**src/rtl/rob_commit_ctrl_pkg.sv**
```systemverilog
// ============================================================================
// rob_commit_ctrl_pkg : shared widths and encodings for the ROB commit sequencer
// Revision: 1.0
// ============================================================================
`default_nettype none

package rob_commit_ctrl_pkg;

  localparam int          DATA_LEN      = 32;
  localparam int          REG_ADDR_LEN  = 5;
  localparam int          ROB_ADDR_LEN  = 4;
  localparam logic [4:0]  ZERO_REG_ADDR = 5'd0;

  // Encoding 3 is reserved and retires like a plain register write.
  typedef enum logic [1:0] {
    TYPE_REG    = 2'd0,
    TYPE_STORE  = 2'd1,
    TYPE_BRANCH = 2'd2,
    TYPE_RSVD   = 2'd3
  } head_type_e;

  typedef enum logic [1:0] {
    CMT_RUN     = 2'd0,
    CMT_WAIT_ST = 2'd1,
    CMT_FLUSH   = 2'd2
  } cmt_state_e;

endpackage : rob_commit_ctrl_pkg

`default_nettype wire

```
**src/rtl/rob_commit_ctrl.sv**
```systemverilog
// ============================================================================
// rob_commit_ctrl : in-order retirement of the ROB head into the register file,
// store commit handshake and mispredict flush generation.
// Revision: 1.0
// ============================================================================
`default_nettype none

module rob_commit_ctrl
  import rob_commit_ctrl_pkg::*;
#(
  parameter int ROB_W = 4,
  parameter int CNT_W = 32
) (
  input  logic              clk,
  input  logic              rst,
  input  logic              rdy,
  input  logic              head_valid,
  input  logic [1:0]        head_type,
  input  logic              head_writes_rd,
  input  logic [4:0]        head_dest,
  input  logic [31:0]       head_data,
  input  logic [ROB_W-1:0]  head_rob_num,
  input  logic              head_mispredict,
  input  logic [31:0]       head_target_pc,
  output logic              head_pop,
  output logic              has_from_rob,
  output logic [4:0]        dest_reg_num,
  output logic [31:0]       in_reg_data,
  output logic [ROB_W-1:0]  in_reg_rob_num,
  output logic              st_commit_valid,
  output logic [ROB_W-1:0]  st_commit_rob_num,
  input  logic              st_done,
  output logic              has_misbranch,
  output logic [31:0]       redirect_pc,
  output logic [CNT_W-1:0]  retired_cnt
);

  cmt_state_e        state_q, state_d;
  logic              st_commit_valid_q, st_commit_valid_d;
  logic [ROB_W-1:0]  st_commit_rob_num_q, st_commit_rob_num_d;
  logic              has_misbranch_q, has_misbranch_d;
  logic [31:0]       redirect_pc_q, redirect_pc_d;
  logic [CNT_W-1:0]  retired_cnt_q, retired_cnt_d;
  logic              pop_from_run;

  always_comb begin
    state_d             = state_q;
    st_commit_valid_d   = st_commit_valid_q;
    st_commit_rob_num_d = st_commit_rob_num_q;
    has_misbranch_d     = has_misbranch_q;
    redirect_pc_d       = redirect_pc_q;
    head_pop            = 1'b0;
    pop_from_run        = 1'b0;

    // With rdy low nothing advances; a pending flush simply stays asserted.
    if (rdy) begin
      unique case (state_q)
        CMT_RUN: begin
          if (head_valid) begin
            if (head_type == TYPE_STORE) begin
              st_commit_valid_d   = 1'b1;
              st_commit_rob_num_d = head_rob_num;
              state_d             = CMT_WAIT_ST;
            end else begin
              head_pop     = 1'b1;
              pop_from_run = 1'b1;
              if (head_type == TYPE_BRANCH && head_mispredict) begin
                has_misbranch_d = 1'b1;
                redirect_pc_d   = head_target_pc;
                state_d         = CMT_FLUSH;
              end
            end
          end
        end
        CMT_WAIT_ST: begin
          if (st_done) begin
            head_pop            = 1'b1;
            st_commit_valid_d   = 1'b0;
            st_commit_rob_num_d = '0;
            state_d             = CMT_RUN;
          end
        end
        CMT_FLUSH: begin
          has_misbranch_d = 1'b0;
          redirect_pc_d   = 32'd0;
          state_d         = CMT_RUN;
        end
        default: state_d = CMT_RUN;
      endcase
    end

    retired_cnt_d = head_pop ? retired_cnt_q + CNT_W'(1) : retired_cnt_q;
  end

  always_ff @(posedge clk) begin
    if (rst) begin
      state_q             <= CMT_RUN;
      st_commit_valid_q   <= 1'b0;
      st_commit_rob_num_q <= '0;
      has_misbranch_q     <= 1'b0;
      redirect_pc_q       <= 32'd0;
      retired_cnt_q       <= '0;
    end else begin
      state_q             <= state_d;
      st_commit_valid_q   <= st_commit_valid_d;
      st_commit_rob_num_q <= st_commit_rob_num_d;
      has_misbranch_q     <= has_misbranch_d;
      redirect_pc_q       <= redirect_pc_d;
      retired_cnt_q       <= retired_cnt_d;
    end
  end

  // Stores retire without a register write, so only RUN-state pops drive the port.
  assign has_from_rob   = pop_from_run && head_writes_rd && (head_dest != ZERO_REG_ADDR);
  assign dest_reg_num   = pop_from_run ? head_dest    : 5'd0;
  assign in_reg_data    = pop_from_run ? head_data    : 32'd0;
  assign in_reg_rob_num = pop_from_run ? head_rob_num : '0;

  assign st_commit_valid   = st_commit_valid_q;
  assign st_commit_rob_num = st_commit_rob_num_q;
  assign has_misbranch     = has_misbranch_q;
  assign redirect_pc       = redirect_pc_q;
  assign retired_cnt       = retired_cnt_q;

endmodule : rob_commit_ctrl

`default_nettype wire

```
**config.mk**
```make
export PLATFORM = sky130hd
export DESIGN_NAME = rob_commit_ctrl
export DESIGN_NICKNAME = d
export VERILOG_FILES = /design/src/rtl/rob_commit_ctrl_pkg.sv /design/src/rtl/rob_commit_ctrl.sv
export SDC_FILE = /design/constraint.sdc
export NUM_CORES = 1
export LEC_CHECK = 0
export CAP_MARGIN = 20
export CORE_MARGIN = 5
export CORE_UTILIZATION = 63
export CTS_CLUSTER_DIAMETER = 40
export DETAILED_ROUTE_END_ITERATION = 12
export DONT_BUFFER_PORTS = 1
export PLACE_DENSITY = 0.79
export REMOVE_ABC_BUFFERS = 1
export SYNTH_ARGS = -nofsm -noshare
export SYNTH_HDL_FRONTEND = slang
export SYNTH_SLANG_ARGS = --single-unit
```
**constraint.sdc**
```tcl
create_clock -name clk -period 2.15 [get_ports clk]
set_clock_uncertainty 0.05 [all_clocks]
set_input_delay 0.215 -clock clk [delete_from_list [all_inputs] [get_ports clk]]
set_output_delay 0.215 -clock clk [all_outputs]
set_load 0.005 [all_outputs]
```
======== Yosys cells after proc, flatten, opt, wreduce, memory -nomap -nowiden ========
Cells that the tools add are included.
word-level totals
  logic and storage cells ................. 58
  input bits .............................. 82
  register bits ........................... 72
operators by class
  equality and inequality tests ........... 10
  reduce and logical (&&, ||, !) cells .... 10
  muxes and demuxes ....................... 31
  add/sub/neg operators ................... 1
operator list
  cell                     count
  $mux W32                 4
  $pmux W32 S2             1
  $add A32 B1 Y32 const B  1
  $mux W4                  4
  $mux W1                  12
  $ne A2 B2 Y1 const B     5
  $reduce_and A5 Y1        2
  $mux W2                  4
  $pmux W4 S2              1
  $pmux W1 S2              3
  $mux W5                  1
  $reduce_bool A5 Y1       1
  $eq A2 B1 Y1 const B     2
  $eq A2 B2 Y1 const B     2
  $pmux W2 S2              1
  $reduce_and A4 Y1        1
  $reduce_bool A2 Y1       2
  $logic_and A1 B1 Y1      3
  $ne A3 B3 Y1 const B     1
  $logic_not A2 Y1         1

======== Logic depth before layout (Yosys ltp) ========
Gate-level depths: netlist (run 1).
  depth in word-level cells ............... 7
  gate-level depth with buffers ........... 7
  gate-level depth less buffers ........... 6

======== Worst setup path after synthesis (run 1) ========
No wires, ideal clock.
  kind .................................... register to register
  from .................................... reg retired_cnt_q[4], in the netlist retired_cnt[4]
  to ...................................... reg retired_cnt_q[29], in the netlist retired_cnt[29]
  arrival time ............................ 1.731 ns
  clock period less this slack ............ 1.851 ns
  cell stages (with the launch flop) ...... 8
  required time ........................... 2.030 ns
  library setup time ...................... 0.070 ns
  setup slack ............................. 0.299 ns
  cells stage by stage .................... dfxtp_1 and4_1 buf_4 and4_1 buf_4 nand3_4 or4_1 a21oi_1
on the way
  word-level cells in the longest chain between the ends .. 1
RTL lines
  what                    RTL line                RTL
  start, declared         rob_commit_ctrl.sv:43   logic [CNT_W-1:0] retired_cnt_q, retired_cnt_d;
  start signal, assigned  rob_commit_ctrl.sv:109  retired_cnt_q <= retired_cnt_d;
  $add A32 B1 Y32         rob_commit_ctrl.sv:92   retired_cnt_d = head_pop ? retired_cnt_q + CNT_W'(1) : retired_cnt_q;
No other way between the ends.
A chain may end at the register's enable or synchronous reset.

======== Worst setup path after layout (run 1) ========
  from .................................... reg state_q[1]
  to ...................................... out in_reg_data[11]
on the way
  word-level cells in the longest chain between the ends .. 4
RTL lines
  what                    RTL line                RTL
  start, declared         rob_commit_ctrl.sv:38   cmt_state_e state_q, state_d;
  start signal, assigned  rob_commit_ctrl.sv:104  state_q <= state_d;
  $logic_not A2 Y1        rob_commit_ctrl.sv:57   unique case (state_q)
  $mux W1                 rob_commit_ctrl.sv:57
  $mux W1                 rob_commit_ctrl.sv:56   if (rdy) begin
  $mux W32                rob_commit_ctrl.sv:116  assign in_reg_data = pop_from_run ? head_data : 32'd0;
  end, declared           rob_commit_ctrl.sv:28   output logic [31:0] in_reg_data,
No other way between the ends.

==> flow_summary.json, run 1 <==
{
  "synth_compound_area_frac": 0.107,
  "slew_violations": 0,
  "drt_iter0_drc": 139,
  "path_buf_inv": 1,
  "cts.sink_count": 72,
  "io_pins": 195,
  "maxCapViolations": 0,
  "dieArea_um2": 6830,
  "p_leak_uw": 0.00138,
  "multiInputGateArea_um2": 1770,
  "layout.nets": 489,
  "synth_seq_area_share": 0.434,
  "synth_top_family_by_area": "simple AND/OR/NAND/NOR gates",
  "synthTopCellsByArea": "dfxtp_1 43%, and2_1 7.9%, nor3b_1 7.2%, nor2_1 7.1%, a21oi_1 6.6%",
  "post_route_cells_drive_above_1_share": 0.0973,
  "ir_worst_vdd_mv": 0.515,
  "synth_fa_ha_area_frac": 0.00377,
  "dieWidth_um": 82.6,
  "synth-async-reset-ratio": 0,
  "intPower_uw": 2010,
  "setup_violations": 0,
  "sequentialPowerShare": 0.527,
  "ys_types": 37,
  "num_antenna_cells": 0,
  "regArea_um2": 1440,
  "cpPeakStageDelay_ps": 370,
  "clock_path_buffers": 2,
  "first_global_vias": 2736,
  "nFillCells": 400,
  "period_share": 0.918,
  "hold_class": "input pin to register",
  "endpoint_kind": "primary output",
  "synthMuxAreaShare": 0,
  "vias": 2868,
  "die_h_um": 82.6,
  "power_switching_uw": 583,
  "clk_pin_slew_worst_paths_ps": 70,
  "start_util": 0.650,
  "grt_max_degree": 68,
  "clkPwrFrac": 0.413,
  "p_sw_frac": 0.225,
  "cts_tree": "built",
  "critPathTopFamily": "simple AND/OR/NAND/NOR gates",
  "wl_mm": 9.06,
  "setup_tns_ps": 0,
  "htreeDepth": 3,
  "ys_top_cells_by_count": "72 x dfxtp_1, 63 x nor2_1, 44 x a21oi_1",
  "synth_seq_cells": 72,
  "antenna_found_initial": 0,
  "syn_area_um2": 3320,
  "drtAntennaViolNets": 0,
  "dp_cells": 460,
  "timing.slew.headroom": 0.613,
  "crit_chain": "nor2b_2 -> nand2b_1 -> nor2_2 -> buf_4 -> and2_1",
  "crit_required_ps": 1880,
  "placementRows": 26,
  "routedWlPerCell_um": 18.8,
  "synth_top_area_cell": "dfxtp_1",
  "dr.pass1.iters": 4,
  "netlist.area_leader.share": 0.434,
  "dp_hpwl_mm": 6.43,
  "synth_xor_xnor_area_share": 0.0606,
  "synth-edff-count": 0,
  "p_comb_frac": 0.060,
  "worst_slack_ps": 177,
  "syn_inst": 402,
  "fin_cells": 481,
  "status": "complete, no violations",
  "ys_warn_count": 0,
  "worst_pin_slew_ps": 581,
  "numPortBuffers": 0,
  "yosys_most_used_dff": "dfxtp_1",
  "root_buffer": "clkbuf_8",
  "finalHoldViolCount": 0,
  "fin_crit_ps": 1970,
  "grt_usage": 0.265,
  "p_per_area_nw_per_um2": 699,
  "routed_via_density": 5.96,
  "synth_most_common_cell": "dfxtp_1",
  "grt_pass1_wl_mm": 13.5,
  "start_kind": "register",
  "crit_arrival_ps": 1710,
  "rsz0062_at_grt": "false",
  "worstSkewPairLatency_ps": 350,
  "grt.overflow.total": 0,
  "syn_to_final_growth_pct": 11.6,
  "syn_area_per_cell_um2": 8.26,
  "cp_max_fo": 42,
  "coreArea_um2": 5110,
  "fmax_mhz": 507,
  "slowest_stage": "dfxtp_1",
  "cts_buffers": 9,
  "gp_congestion": 0.814,
  "worstSetupPathType": "register to primary output",
  "synth_simple_gate_area_frac": 0.355,
  "preCtsSetupSlack_ps": 212,
  "drc": 0
}
-- per-stage QoR --
stage                     utilization  hold slack (ps)  area [um^2]  total power, uW
final                           0.726             44.7         3710             2590
after floorplan                     -              234         3210             1490
after detailed placement        0.671              244         3430             1520
after global placement          0.671              243         3430             1520
after global routing            0.726             43.0         3710             2700
after CTS                       0.724             31.0         3700             2620
-- metal layers --
| metal | GRT usage | part of all wire |
|---|---|---|
| met5 | 0 | 0 |
| met4 | 0.0850 | 0.015 |
| met3 | 0.129 | 0.12 |
| met2 | 0.424 | 0.47 |
| met1 | 0.311 | 0.40 |
-- path summary, 6_finish.rpt --
check	start	end	slack [ps]	depth (start not counted)
setup / recovery	state_q[1]	in_reg_data[11]	180	5
hold / removal	rdy	state_q[0]	40	3
setup reg to reg	retired_cnt[15]	retired_cnt[29]	200	5
hold reg to reg	st_commit_rob_num[0]	st_commit_rob_num[0]	460	1
-- power groups by stage --
| stage | Combinational, uW | Sequential [uW] | Clock, uW |
|---|---|---|---|
| after floorplan | 97.2 | 1390 | 0 |
| after global placement | 122 | 1400 | 0 |
| after detailed placement | 125 | 1400 | 0 |
| after CTS | 156 | 1370 | 1100 |
| after global routing | 173 | 1370 | 1150 |
| final | 155 | 1370 | 1070 |
-- cell usage in the layout, fill, tap and decap left out, types with 5 or more instances in the layout --
master	n
dfxtp_1	72
nor2_1	62
a21oi_1	44
and2_1	42
nor3b_1	32
xor2_1	22
nand4_1	16
buf_4	16
nand2_1	12
nand3_1	11
clkbuf_8	11
or3_1	7
o21ai_0	7
inv_1	5
and3_1	5
-- area by class of cell --
cell class | instances | area share
clock buffers | 13 | 0.0429
clock inverters | 3 | 0.0108
inverters | 5 | 0.00506
multi-input cells | 297 | 0.478
flip-flops and latches | 72 | 0.389
well taps | 70 | 0.0236
repair buffers | 21 | 0.0506
-- worst reg2reg max path, cell delays in order (launching register included) --
cell,delay (ps)
dfxtp_1,390
and4_1,300
and4_2,360
nand3_4,120
or4_1,520
a21oi_1,140
-- timing repair --
action | 4_1_cts | 5_1_grt
endpoints found under the setup margin | 0 | 44
setup buffers | 0 | 0
hold buffers | 5 | 0
endpoints found under the hold margin | 71 | 0
gates resized for setup | 0 | 3
-- kinds of logic after synthesis --
group | after synthesis
AND/OR/NAND/NOR | 210
flip-flops | 72
AO/OA/AOI/OAI | 63
buffers and inverters | 33
XOR/XNOR | 23
adder cells (fa/ha/maj) | 1
-- state kept, by name, summed over array words and instances (netlist names) --
register and flops:
state_q 2, st_commit_rob_num 4, has_misbranch 1, redirect_pc 32, st_commit_valid 1, retired_cnt 32
No activity file was read; power rests on OpenSTA's default activity.
==> run 2: changes to the inputs <==
--- a/config.mk
+++ b/config.mk
@@ -11,6 +11,7 @@
 export CTS_CLUSTER_DIAMETER = 40
 export DETAILED_ROUTE_END_ITERATION = 12
 export DONT_BUFFER_PORTS = 1
+export MAX_ROUTING_LAYER = met4
 export PLACE_DENSITY = 0.79
 export REMOVE_ABC_BUFFERS = 1
 export SYNTH_ARGS = -nofsm -noshare
==> run 2 against run 1 <==
Net effect:
- sequential power is essentially flat
- sequential cell count is the same
- via count shrank 0.73%
- global-route usage grew 0.70 points
- routed wire length grew 0.27%
- cell area is the same
- hold slack is essentially flat
- setup slack lost 4.6 ps
- combinational power is essentially flat
- sequential share of layout area is the same
- non-clock buffer count is the same
- critical endpoint unchanged
- largest power group unchanged
==> flow_summary.json, run 2 (synthesized netlist as in run 1, its figures left out) <==
{
  "grt_usage": 0.272,
  "crit_arrival_ps": 1710,
  "mostFrequentLayoutCell": "dfxtp_1",
  "clk_pin_slew_worst_paths_ps": 70,
  "placementRows": 26,
  "first_global_vias": 2743,
  "p_leak_uw": 0.00138,
  "grt_max_degree": 68,
  "endpoint_kind": "primary output",
  "cpPeakStageDelay_ps": 370,
  "fin_cells": 481,
  "reg2reg_to": "retired_cnt[29]",
  "setup_violations": 0,
  "clock_path_buffers": 2,
  "clkPwrFrac": 0.414,
  "drtAntennaViolNets": 0,
  "start_kind": "register",
  "io_pins": 195,
  "coreArea_um2": 5110,
  "fmax_mhz": 506,
  "cts_tree": "built",
  "vias": 2847,
  "crit_cells": 5,
  "start_util": 0.650,
  "cp_max_fo": 42,
  "p_sw_frac": 0.226,
  "slew_violations": 0,
  "dr.pass1.iters": 4,
  "fin_crit_ps": 1980,
  "layout.nets": 489,
  "wl_mm": 9.08,
  "routedWlPerCell_um": 18.9,
  "hold_class": "input pin to register",
  "worstSetupPathType": "register to primary output",
  "numPortBuffers": 0,
  "crit_required_ps": 1880,
  "ir_worst_vdd_mv": 0.519,
  "grt_pass1_wl_mm": 13.5,
  "dieArea_um2": 6830,
  "p_comb_frac": 0.060,
  "cts_buffers": 9,
  "dp_hpwl_mm": 6.43,
  "root_buffer": "clkbuf_8",
  "status": "complete, no violations",
  "maxCapViolations": 0,
  "intPower_uw": 2010,
  "critPathTopFamily": "simple AND/OR/NAND/NOR gates",
  "dieWidth_um": 82.6,
  "slowest_stage": "dfxtp_1",
  "post_route_cells_drive_above_1_share": 0.0973,
  "drt_iter0_drc": 152,
  "drc": 0,
  "path_buf_inv": 1,
  "r2r_start": "retired_cnt[15]",
  "htreeDepth": 3,
  "setup_tns_ps": 0,
  "period_share": 0.920,
  "gp_congestion": 0.826,
  "num_antenna_cells": 0,
  "routed_via_density": 5.92,
  "syn_to_final_growth_pct": 11.6,
  "grt.overflow.total": 0,
  "crit_path_end": "in_reg_data[11]",
  "crit_chain": "nor2b_2 -> nand2b_1 -> nor2_2 -> buf_4 -> and2_1",
  "p_per_area_nw_per_um2": 701,
  "rsz0062_at_grt": "false",
  "antenna_found_initial": 0,
  "worst_hold_slack_ps": 44.2,
  "ff2ff_path_depth": 5,
  "r2r_setup_slack_ps": 200,
  "finalHoldViolCount": 0,
  "setup.worst_path.start": "state_q[1]",
  "timing.slew.headroom": 0.612,
  "worst_pin_slew_ps": 581,
  "worstSkewPairLatency_ps": 350,
  "sequentialPowerShare": 0.526,
  "final_cell_mix": "72 x dfxtp_1, 62 x nor2_1, 44 x a21oi_1",
  "power_switching_uw": 588,
  "dp_cells": 460,
  "cts.sink_count": 72,
  "die_h_um": 82.6
}
==> run 2: cell counts in the layout (fill, tap and decap cells not counted) <==
No cell type changed its count.
==> run 2: final cells by class <==
cell class | count | area (um^2)
clock buffer | 13 | 159
clock inverter | 3 | 40.0
fill | 400 | 1400
inverter | 5 | 18.8
multi-input combinational | 297 | 1770
sequential | 72 | 1440
tap | 70 | 87.6
timing repair buffer | 21 | 188
==> run 2: routing by layer <==
metal	up-vias	GRT usage	share of wire
li1	1373	-	-
met1	1347	0.323	0.42
met2	114	0.425	0.47
met3	13	0.106	0.098
met4	0	0.0850	0.017
met5	-	-	0
==> run 2: power by group through the flow <==
stage	combinational [uW]	clock, uW	sequential, uW
after CTS	156	1100	1370
after global routing	173	1160	1370
final	156	1080	1370
after detailed placement	125	0	1400
after floorplan	97.2	0	1390
after global placement	122	0	1400
==> run 2: per-stage QoR <==
stage | setup slack, ps | util | power [uW] | cell area [um^2]
after floorplan | -2490 | - | 1490 | 3210
after global placement | 215 | 0.671 | 1520 | 3430
after detailed placement | 212 | 0.671 | 1520 | 3430
after CTS | 34.5 | 0.724 | 2620 | 3700
after global routing | 26.3 | 0.726 | 2700 | 3710
final | 173 | 0.726 | 2600 | 3710
==> run 2: worst min path at each step <==
stage	startpoint	endpoint	slack [ps]	cells after the start
finish	rdy	state_q[0]	40	3
global route	rdy	state_q[0]	40	3
CTS	rdy	state_q[0]	30	3
detailed placement	rst	redirect_pc[31]	240	1
global placement	rst	redirect_pc[16]	240	1
floorplan	rst	retired_cnt[1]	230	1
==> run 2: repair_timing <==
item,4_1_cts,5_1_grt
endpoints found under the setup margin,0,44
hold buffers,5,0
gates resized for setup,0,3
endpoints found under the hold margin,71,0
buffers inserted,0,0
==> run 2: worst reg2reg max path, stage by stage (launching register included) <==
cell	delay [ps]
dfxtp_1	400
and4_1	300
and4_2	360
nand3_4	120
or4_1	520
a21oi_1	140
